File: src/rtl/hacd_pkg.sv
// Shared types and constants for the Hawk compress/decompress managers.
package hacd_pkg;

  localparam int CACHELINE_BYTES = 64;
  localparam int PAGE_LINES      = 64;

  typedef enum logic [1:0] {
    IDLE,
    RD_ISSUE,
    RD_DRAIN,
    DONE
  } rd_state_e;

  typedef struct packed {
    logic [63:0] addr;
    logic        arvalid;
  } axi_rd_reqpkt_t;

  typedef struct packed {
    logic [511:0] data;
    logic [1:0]   resp;
    logic         rvalid;
  } axi_rd_resppkt_t;

  // Line count of a compressed page: ceil(size / 64), kept within 1..PAGE_LINES.
  function automatic logic [6:0] dcmp_line_cnt(input logic [12:0] size);
    logic [13:0] lines;
    lines = ({1'b0, size} + 14'd63) >> 6;
    if (lines == 14'd0) return 7'd1;
    if (lines > 14'(PAGE_LINES)) return 7'(PAGE_LINES);
    return lines[6:0];
  endfunction

endpackage

File: src/rtl/hawk_cmpdcmp_rd_mngr.sv
// Fetches a source page as single-beat 64 B AXI reads and streams the lines into the read FIFO.
// Optional response checking is enabled with HAWK_CMPDCMP_RD_ERR_CHECK_EN.
module hawk_cmpdcmp_rd_mngr
  import hacd_pkg::*;
#(
  parameter int MAX_OUTSTANDING = 4
) (
  input  logic         clk_i,
  input  logic         rst_ni,
  input  logic         cmpdcmp_trigger,
  input  logic         comp_decomp,
  input  logic [63:0]  src_addr,
  input  logic [12:0]  cpage_size,
  output logic [63:0]  ar_addr,
  output logic         ar_valid,
  input  logic         ar_ready,
  input  logic [511:0] r_data,
  input  logic [1:0]   r_resp,
  input  logic         r_valid,
  output logic         r_ready,
  input  logic         rdfifo_full,
  output logic         rdfifo_push,
  output logic [511:0] rdfifo_wdata,
  output logic         cmpdcmp_rd_done,
  output logic         rd_err
);

  localparam logic [6:0] MAX_OUT = 7'(MAX_OUTSTANDING);

  rd_state_e       state_reg, state_next;
  logic [63:0]     base_reg, base_next;
  logic [6:0]      n_lines_reg, n_lines_next;
  logic [6:0]      issue_cnt_reg, issue_cnt_next;
  logic [6:0]      rcv_cnt_reg, rcv_cnt_next;
  logic            rd_err_reg, rd_err_next;
  axi_rd_reqpkt_t  ar_req_reg, ar_req_next;
  axi_rd_resppkt_t r_pkt;

  logic ar_hs;
  logic r_hs;
  logic beat_err;
  logic unused_bits;

  assign r_pkt = '{data: r_data, resp: r_resp, rvalid: r_valid};

  assign r_ready = ((state_reg == RD_ISSUE) || (state_reg == RD_DRAIN)) && !rdfifo_full;
  assign ar_hs   = ar_req_reg.arvalid && ar_ready;
  assign r_hs    = r_pkt.rvalid && r_ready;

`ifdef HAWK_CMPDCMP_RD_ERR_CHECK_EN
  assign beat_err    = r_hs && (r_pkt.resp != 2'b00);
  assign unused_bits = ^src_addr[5:0];
`else
  assign beat_err    = 1'b0;
  assign unused_bits = ^{src_addr[5:0], r_pkt.resp};
`endif

  // Erroneous beats are consumed from the bus but never reach the FIFO.
  assign rdfifo_push     = r_hs && !beat_err;
  assign rdfifo_wdata    = rdfifo_push ? r_pkt.data : '0;
  assign ar_valid        = ar_req_reg.arvalid;
  assign ar_addr         = ar_req_reg.addr;
  assign cmpdcmp_rd_done = (state_reg == DONE);
  assign rd_err          = rd_err_reg;

  always_ff @(posedge clk_i or negedge rst_ni) begin
    if (!rst_ni) begin
      state_reg     <= IDLE;
      base_reg      <= '0;
      n_lines_reg   <= '0;
      issue_cnt_reg <= '0;
      rcv_cnt_reg   <= '0;
      rd_err_reg    <= 1'b0;
      ar_req_reg    <= '0;
    end else begin
      state_reg     <= state_next;
      base_reg      <= base_next;
      n_lines_reg   <= n_lines_next;
      issue_cnt_reg <= issue_cnt_next;
      rcv_cnt_reg   <= rcv_cnt_next;
      rd_err_reg    <= rd_err_next;
      ar_req_reg    <= ar_req_next;
    end
  end

  always_comb begin
    state_next     = state_reg;
    base_next      = base_reg;
    n_lines_next   = n_lines_reg;
    issue_cnt_next = issue_cnt_reg;
    rcv_cnt_next   = rcv_cnt_reg;
    rd_err_next    = rd_err_reg;
    ar_req_next    = ar_req_reg;

    case (state_reg)
      IDLE: begin
        if (cmpdcmp_trigger) begin
          base_next           = {src_addr[63:6], 6'b0};
          n_lines_next        = comp_decomp ? 7'(PAGE_LINES) : dcmp_line_cnt(cpage_size);
          issue_cnt_next      = '0;
          rcv_cnt_next        = '0;
          rd_err_next         = 1'b0;
          state_next          = RD_ISSUE;
          ar_req_next.arvalid = 1'b1;
          ar_req_next.addr    = {src_addr[63:6], 6'b0};
        end
      end

      RD_ISSUE, RD_DRAIN: begin
        if (ar_hs) issue_cnt_next = issue_cnt_reg + 7'd1;
        if (r_hs)  rcv_cnt_next   = rcv_cnt_reg + 7'd1;
        // An error caps the job at what is already on the bus.
        if (beat_err) begin
          rd_err_next  = 1'b1;
          n_lines_next = issue_cnt_next;
        end
        if ((issue_cnt_next == n_lines_next) && (rcv_cnt_next == n_lines_next)) begin
          state_next = DONE;
        end else if (issue_cnt_next == n_lines_next) begin
          state_next = RD_DRAIN;
        end
        // Looking at next-cycle counts keeps AR back-to-back and stable while unacknowledged.
        ar_req_next.arvalid = (state_next == RD_ISSUE) && (issue_cnt_next < n_lines_next) &&
                              ((issue_cnt_next - rcv_cnt_next) < MAX_OUT);
        ar_req_next.addr    = base_reg + 64'(issue_cnt_next) * 64'(CACHELINE_BYTES);
      end

      DONE: begin
        state_next          = IDLE;
        ar_req_next.arvalid = 1'b0;
      end

      default: state_next = IDLE;
    endcase
  end

endmodule

File: config.mk
export PLATFORM = sky130hd
export DESIGN_NAME = hawk_cmpdcmp_rd_mngr
export DESIGN_NICKNAME = d
export VERILOG_FILES = /design/src/rtl/hacd_pkg.sv /design/src/rtl/hawk_cmpdcmp_rd_mngr.sv
export SDC_FILE = /design/constraint.sdc
export NUM_CORES = 1
export LEC_CHECK = 0
export ABC_AREA = 0
export BUFFER_PORTS_ARGS = -buffer_cell sky130_fd_sc_hd__buf_2
export CAP_MARGIN = 20
export CORE_AREA = 8 8 452 454
export CTS_CLUSTER_DIAMETER = 200
export DETAILED_ROUTE_END_ITERATION = 10
export DIE_AREA = 0 0 460 462
export PLACE_DENSITY = 0.3
export SETUP_SLACK_MARGIN = 0.05
export SYNTH_ARGS = -nofsm -noshare
export SYNTH_HDL_FRONTEND = slang
export SYNTH_SLANG_ARGS = --single-unit
export TNS_END_PERCENT = 1
File: constraint.sdc
create_clock -name clk_i -period 3.25 [get_ports clk_i]
set_clock_uncertainty 0.15 [all_clocks]
set_input_delay 0.4875 -clock clk_i [delete_from_list [all_inputs] [get_ports clk_i]]
set_output_delay 0.4875 -clock clk_i [all_outputs]
set_load 0.02 [all_outputs]
==> results of run 1 <==
## power by group through the flow
| stage | logic (mW) | registers, mW | clock network (mW) |
|---|---|---|---|
| 2_1_floorplan | 2.30 | 2.71 | 0 |
| 3_3_place_gp | 5.36 | 2.73 | 0 |
| 3_5_place_dp | 5.37 | 2.73 | 0 |
| 4_1_cts | 5.63 | 2.70 | 2.14 |
| 5_1_grt | 6.07 | 2.80 | 2.19 |
| 6_report | 5.70 | 2.72 | 2.05 |
## worst min-delay path by stage
stage / start / end / depth (start not counted)
after detailed placement: ar_addr[39] / ar_addr[39] / 1
after global placement: ar_addr[15] / ar_addr[15] / 1
after floorplan: rst_ni / ar_addr[10] / 0
after CTS: src_addr[42] / base_reg[42] / 2
after global routing: src_addr[44] / base_reg[44] / 2
final: src_addr[42] / base_reg[42] / 2
## final cells by class
| type | instances | area (um^2) | area share [%] |
|---|---|---|---|
| inverter | 23 | 113 | 0.459 |
| timing repair buffer | 1283 | 8580 | 34.9 |
| sequential | 140 | 3510 | 14.3 |
| antenna | 56 | 140 | 0.571 |
| tap | 2640 | 3300 | 13.5 |
| clock inverter | 15 | 160 | 0.653 |
| multi-input combinational | 1196 | 8320 | 33.9 |
| clock buffer | 17 | 425 | 1.73 |
## metrics by stage
stage	total power, mW	worst slack [ns]	instances
6_report	10.5	0.0190	5370
5_1_grt	11.1	-0.0812	5336
4_1_cts	10.5	-0.0600	5307
3_5_place_dp	8.10	-0.325	5264
3_3_place_gp	8.08	-0.323	5264
2_1_floorplan	5.01	0.0132	1475
## logic make-up after synthesis
| family | Yosys count | share of synthesized area, % |
|---|---|---|
| buf+inv | 139 | 4.62 |
| compound gates | 224 | 12.4 |
| xor+xnor | 58 | 4.36 |
| mux | 75 | 6.88 |
| other cells | 1 | 0.0313 |
| fa+ha+maj | 20 | 2.15 |
| simple gates | 812 | 40.3 |
| flops | 140 | 29.2 |
## metal layers
metal	vias up	global-route usage [%]	part of all wire, %
li1	7451	-	-
met1	8284	17.2	28
met5	-	0	0.43
met3	762	12.1	11
met2	1233	42.9	53
met4	168	10.3	7.7
## repair_timing
action,4_1_cts,5_1_grt
pin swaps,5,38
hold buffers,1,0
hold endpoints to repair,56,0
gates resized for setup,307,222
buffers inserted,5,7
setup endpoints to repair,513,277
gates cloned,5,0
## critical path, cell delays in order, from the launching register on
cell,delay [ns]
dfrtp_1,0.44
nand2_2,0.13
xnor2_2,0.19
ha_2,0.21
inv_2,0.04
fa_2,0.36
nand2b_4,0.15
a21oi_4,0.17
buf_6,0.13
o31ai_4,0.09
a311oi_4,0.47
buf_4,0.20
o2111ai_2,0.13
mux2i_1,0.19
nand2_1,0.06
## synthesized netlist by cell type, types with 3 or more instances
cell / count
a41oi_1: 3
mux2_2: 59
or3_1: 8
a211oi_1: 8
and3_1: 50
dfrtp_1: 140
o2111ai_1: 11
clkbuf_1: 97
o31ai_1: 8
a21oi_1: 58
or4_1: 11
nor3_1: 15
and2_1: 521
o21a_1: 6
nand3_1: 29
o22ai_1: 19
inv_1: 23
a31oi_1: 8
o211ai_1: 8
nor4_1: 6
a21o_1: 11
o21ai_0: 46
buf_4: 7
and4_1: 9
nor3b_1: 3
buf_1: 7
a22o_1: 5
ha_1: 19
nor2_1: 54
mux2i_1: 16
o21ai_1: 11
buf_2: 5
nand4_1: 23
xor2_1: 19
a211o_1: 4
xnor2_1: 37
nor4_2: 3
nand2_1: 63
==> impl_metrics.tcl, run 1 <==
set metrics [dict create \
    run_status "complete, no violations" \
    slew_headroom_pct 53.0 \
    synth.ff_latch_count 140 \
    p_leak_nw 12.2 \
    cap_viol_max_count 0 \
    fp.dieH_um 462 \
    yosys.cell_types.count 70 \
    clockPowerShare_pct 19.6 \
    power_density_nw_per_um2 427 \
    via_per_inst 3.33 \
    ys_seq_area_share_pct 29.2 \
    rr_worst_depth 14 \
    drc_errors 0 \
    slew_violations 0 \
    cts_tree "yes" \
    io_buffers 1163 \
    synth_flop_cell "dfrtp_1" \
    grt_overflow 0 \
    final_common_cell "buf_2" \
    path_clk_slew_ns 0.08 \
    fin_crit_ns 3.23 \
    cp-end-kind "register" \
    nets 3279 \
    share_comb_of_total_power_pct 54.4 \
    setup_viol 0 \
    dpl_cell_area_um2 21900 \
    num_rows 163 \
    chipWidth_um 460 \
    vias 17900 \
    synthesis.instances 1469 \
    fin_crit_sh_pct 99.4 \
    cts_made_buffers 17 \
    drt-initial-drc-count 1002 \
    power.internal_mw 5.43 \
    swShare_pct 48.2 \
    dieArea_um2 213000 \
    fin_util_pct 12.5 \
    track_usage_pct 21.9 \
    grt_start_max_net_pins 60 \
    worstPathRequired_ns 3.46 \
    wire_per_inst_um 45.7 \
    crit_fanout 5 \
    vdd_drop_max_v 0.000234 \
    yosys_warnings 0 \
    layout_common_cells "886 x buf_2, 472 x and2_1, 191 x buf_4, 137 x dfrtp_1, 110 x buf_6" \
    crit_type "reg -> reg" \
    finalHoldViolations 0 \
    clk_path_buf_depth 2 \
    synth_area_leaders "dfrtp_1 29%, and2_1 27%, mux2_2 5.5%, clkbuf_1 3.0%, xnor2_1 2.7%" \
    fin_setup_tns_ns 0 \
    r2r-end "ar_addr[60]" \
    gp_congestion 0.994 \
    hold_class "in -> reg" \
    avgSynthCellArea_um2 8.16 \
    async_reset_ff_share_pct 100 \
    grt_pass1_wl_um 281000 \
    cp.arrival_ns 3.45 \
    rsz0062_at_grt "yes" \
    nFillCells 23100 \
    r2r-start "ar_valid" \
    drt-total-wl_um 245000 \
    ctsHtreeMaxLevel 4 \
    dr.pass1.iters 4 \
    ff2ff_setup_slack_ns 0.02 \
    clkLatencyLatePin_ns 0.48 \
    core_area_um2 197000 \
    clkSinkCount 140 \
    worstSetupStartpointType "register" \
    synthToLayoutAreaGrowth_pct 105 \
    grt_pass1_vias 17300 \
    worst-slew-pin-transition_ns 0.698 \
    floorplan.initialDensity_pct 6.10 \
    design_area_um2 24500 \
    yosys.area.top_type "dfrtp_1" \
    syn_area_um2 12000 \
    cp-startpoint "ar_valid" \
    synth_edf_count 0 \
    netSwitchingPower_mw 5.05 \
    drive_gt1_share_pct 55.5 \
    p_seq_share_pct 26.0 \
    io_pins 1179 \
    dp_hpwl_um 229000 \
    clock-root-buffer "clkbuf_16" \
    timing.fmax_ghz 0.310 \
    ant_nets 0 \
    endpoint "ar_addr[60]" \
    antenna_found_initial 341 \
    fin_hold_ws_ns 0.0931 \
    synth_top_area_share_pct 29.2 \
]
(Power assumes the default switching activity.)
==> run 2, diff against run 1 <==
--- a/config.mk
+++ b/config.mk
@@ -5,13 +5,13 @@
 export SDC_FILE = /design/constraint.sdc
 export NUM_CORES = 1
 export LEC_CHECK = 0
-export ABC_AREA = 0
+export ABC_AREA = 1
 export BUFFER_PORTS_ARGS = -buffer_cell sky130_fd_sc_hd__buf_2
 export CAP_MARGIN = 20
-export CORE_AREA = 8 8 452 454
+export CORE_AREA = 8 8 453 455
 export CTS_CLUSTER_DIAMETER = 200
 export DETAILED_ROUTE_END_ITERATION = 10
-export DIE_AREA = 0 0 460 462
+export DIE_AREA = 0 0 461 463
 export PLACE_DENSITY = 0.3
 export SETUP_SLACK_MARGIN = 0.05
 export SYNTH_ARGS = -nofsm -noshare
==> run 2 against run 1 <==
Count of clock-buffer cells in the layout rose by 1; clock power is 7% higher; sequential cell count unchanged; critical path type is now reg -> out.
==> impl_metrics.tcl, run 2 <==
set metrics [dict create \
    run_status "complete, no violations" \
    synthTopCellsByCount "698 x inv_1, 599 x nor2_1, 401 x nand2_1" \
    synthToLayoutAreaGrowth_pct 83.1 \
    drt-initial-drc-count 1244 \
    dpl_worst_slack_ns -0.206 \
    clkLatencyLatePin_ns 0.48 \
    vdd_drop_max_v 0.000561 \
    drt-total-wl_um 210000 \
    yosys.area.top_type "dfrtp_1" \
    dp_hpwl_um 196000 \
    clock-root-buffer "clkbuf_16" \
    track_usage_pct 18.7 \
    layout_common_cells "1122 x buf_2, 696 x inv_1, 553 x nor2_1, 396 x nand2_1, 140 x dfrtp_1" \
    path_clk_slew_ns 0.09 \
    fin_crit_ns 3.19 \
    synth_flop_cell "dfrtp_1" \
    cap_viol_max_count 0 \
    cp-startpoint "state_reg[0]" \
    io_pins 1179 \
    dpl.cell_count 6233 \
    p_leak_nw 14.5 \
    worstPathRequired_ns 2.61 \
    via_per_inst 3.31 \
    drive_gt1_share_pct 38.8 \
    fin_hold_ws_ns 0.0936 \
    cts_tree "yes" \
    drc_errors 0 \
    ant_nets 0 \
    gp_congestion 0.974 \
    clk_path_buf_depth 2 \
    worstSetupStartpointType "register" \
    clkSinkCount 140 \
    dieArea_um2 213000 \
    core_area_um2 198000 \
    design_area_um2 24100 \
    fin_setup_tns_ns 0 \
    vias 20900 \
    synthesis.instances 2415 \
    slew_headroom_pct 38.9 \
    layoutNonFillerInstCount 6321 \
    synth_most_common_cell "inv_1" \
    nets 4229 \
    synth_edf_count 0 \
    grt_start_max_net_pins 100 \
    slew_violations 0 \
    avgSynthCellArea_um2 5.46 \
    finalWorstSetupSlack_ns 0.0596 \
    worst-slew-pin-transition_ns 0.916 \
    chipWidth_um 461 \
    crit_fanout 76 \
    finalHoldViolations 0 \
    synth_top_area_share_pct 26.6 \
    cp-end-kind "primary output" \
    hold_start "src_addr[41]" \
    grt_pass1_vias 20500 \
    yosys.cell_types.count 48 \
    cp.arrival_ns 2.55 \
    crit_type "reg -> out" \
    ctsHtreeMaxLevel 4 \
    synth.ff_latch_count 140 \
    rsz0062_at_grt "yes" \
    fin_crit_sh_pct 98.2 \
    final_common_cell "buf_2" \
    cts_made_buffers 17 \
    multiInputGateArea_um2 6910 \
    r2r-start "ar_valid" \
    synth_area_leaders "dfrtp_1 27%, inv_1 20%, nor2_1 17%, nand2_1 11%, o21ai_0 4.1%" \
    power_density_nw_per_um2 744 \
    syn_area_um2 13200 \
    nFillCells 23900 \
    floorplan.initialDensity_pct 6.65 \
    grt_pass1_wl_um 254000 \
    num_rows 164 \
    fp.dieH_um 463 \
    dpl_cell_area_um2 22800 \
    yosys_warnings 0 \
    grt_overflow 0 \
    antenna_found_initial 263 \
    io_buffers 1163 \
    ys_seq_area_share_pct 26.6 \
    wire_per_inst_um 33.2 \
    setup_viol 0 \
    timing.fmax_ghz 0.313 \
    dr.pass1.iters 5 \
    async_reset_ff_share_pct 100 \
    final-seq-area_um2 3500 \
    hold_class "in -> reg" \
]
## run 2: cell types whose count changed in the layout (fill, tap and decap cells not counted), sizes merged, moves of 32 or more
cell   change
inv      +677
nor2     +548
and2     -519
nand2    +346
nand3     +74
o21ai     +61
mux2      -59
and3      -49
xnor2     -32
## run 2: path summary, 6_finish.rpt
kind / slack, ns / end / cells past startpoint
max in group asynchronous: 1.76 / rcv_cnt_reg[1] / 3
min in group asynchronous: 0.43 / ar_addr[62] / 2
hold / removal: 0.09 / base_reg[41] / 3
setup / recovery: 0.06 / rdfifo_wdata[59] / 7
hold reg to reg: 0.33 / ar_addr[39] / 2
setup reg to reg: 0.19 / ar_addr[56] / 18
## run 2: kinds of logic (layout without fill, tap and decap cells)
| group | after synthesis | after routing | synth area share, % |
|---|---|---|---|
| adder cells (fa/ha/maj) | 20 | 20 | 1.96 |
| XOR/XNOR | 26 | 26 | 1.73 |
| AO/OA/AOI/OAI | 210 | 210 | 8.71 |
| buffers and inverters | 809 | 2012 | 23.3 |
| flip-flops | 140 | 140 | 26.6 |
| AND/OR/NAND/NOR | 1209 | 1209 | 37.7 |
| other | 1 | 48 | 0.0285 |
## run 2: per-layer routing
metal  vias up  global-route usage [%]  share of wire (%)
met5         -                       0               0.40
met4       134                    5.18                4.1
met3       478                    8.69                 11
met2      1143                    33.2                 49
met1      9729                    19.8                 36
li1       9418                       -                  -
## run 2: final cells by class
type | count | share of cell area [%]
timing repair buffer | 1275 | 29.1
clock inverter | 14 | 0.762
tap | 2656 | 13.8
antenna | 41 | 0.425
multi-input combinational | 1472 | 28.6
inverter | 705 | 11.0
clock buffer | 18 | 1.78
sequential | 140 | 14.5
## run 2: what timing repair did
action	in CTS	in global routing
endpoints found under the hold margin	50	0
pin swaps	2	19
gates resized for setup	76	67
buffers inserted	5	7
gates cloned	2	0
setup endpoints to repair	259	219
hold buffers	1	0
## run 2: report_power, final
group          total, mW  switching [mW]  internal (mW)
combinational       12.3            8.76           3.49
clock               2.19           0.965           1.23
sequential          3.50           0.870           2.63
total               17.9            10.6           7.35
## run 2: per-stage QoR
step | util (%) | power (mW)
after floorplan | - | 9.41
after global placement | 11.5 | 15.8
after detailed placement | 11.5 | 15.8
after CTS | 12.0 | 18.3
after global routing | 12.1 | 19.4
final | 12.2 | 17.9
## run 2: critical path, stage by stage (launching register included)
cell	delay, ns
dfrtp_1	0.42
inv_2	0.09
ha_4	0.30
nand3_4	0.17
buf_12	0.21
buf_12	0.21
nor2_2	0.35
buf_2	0.25
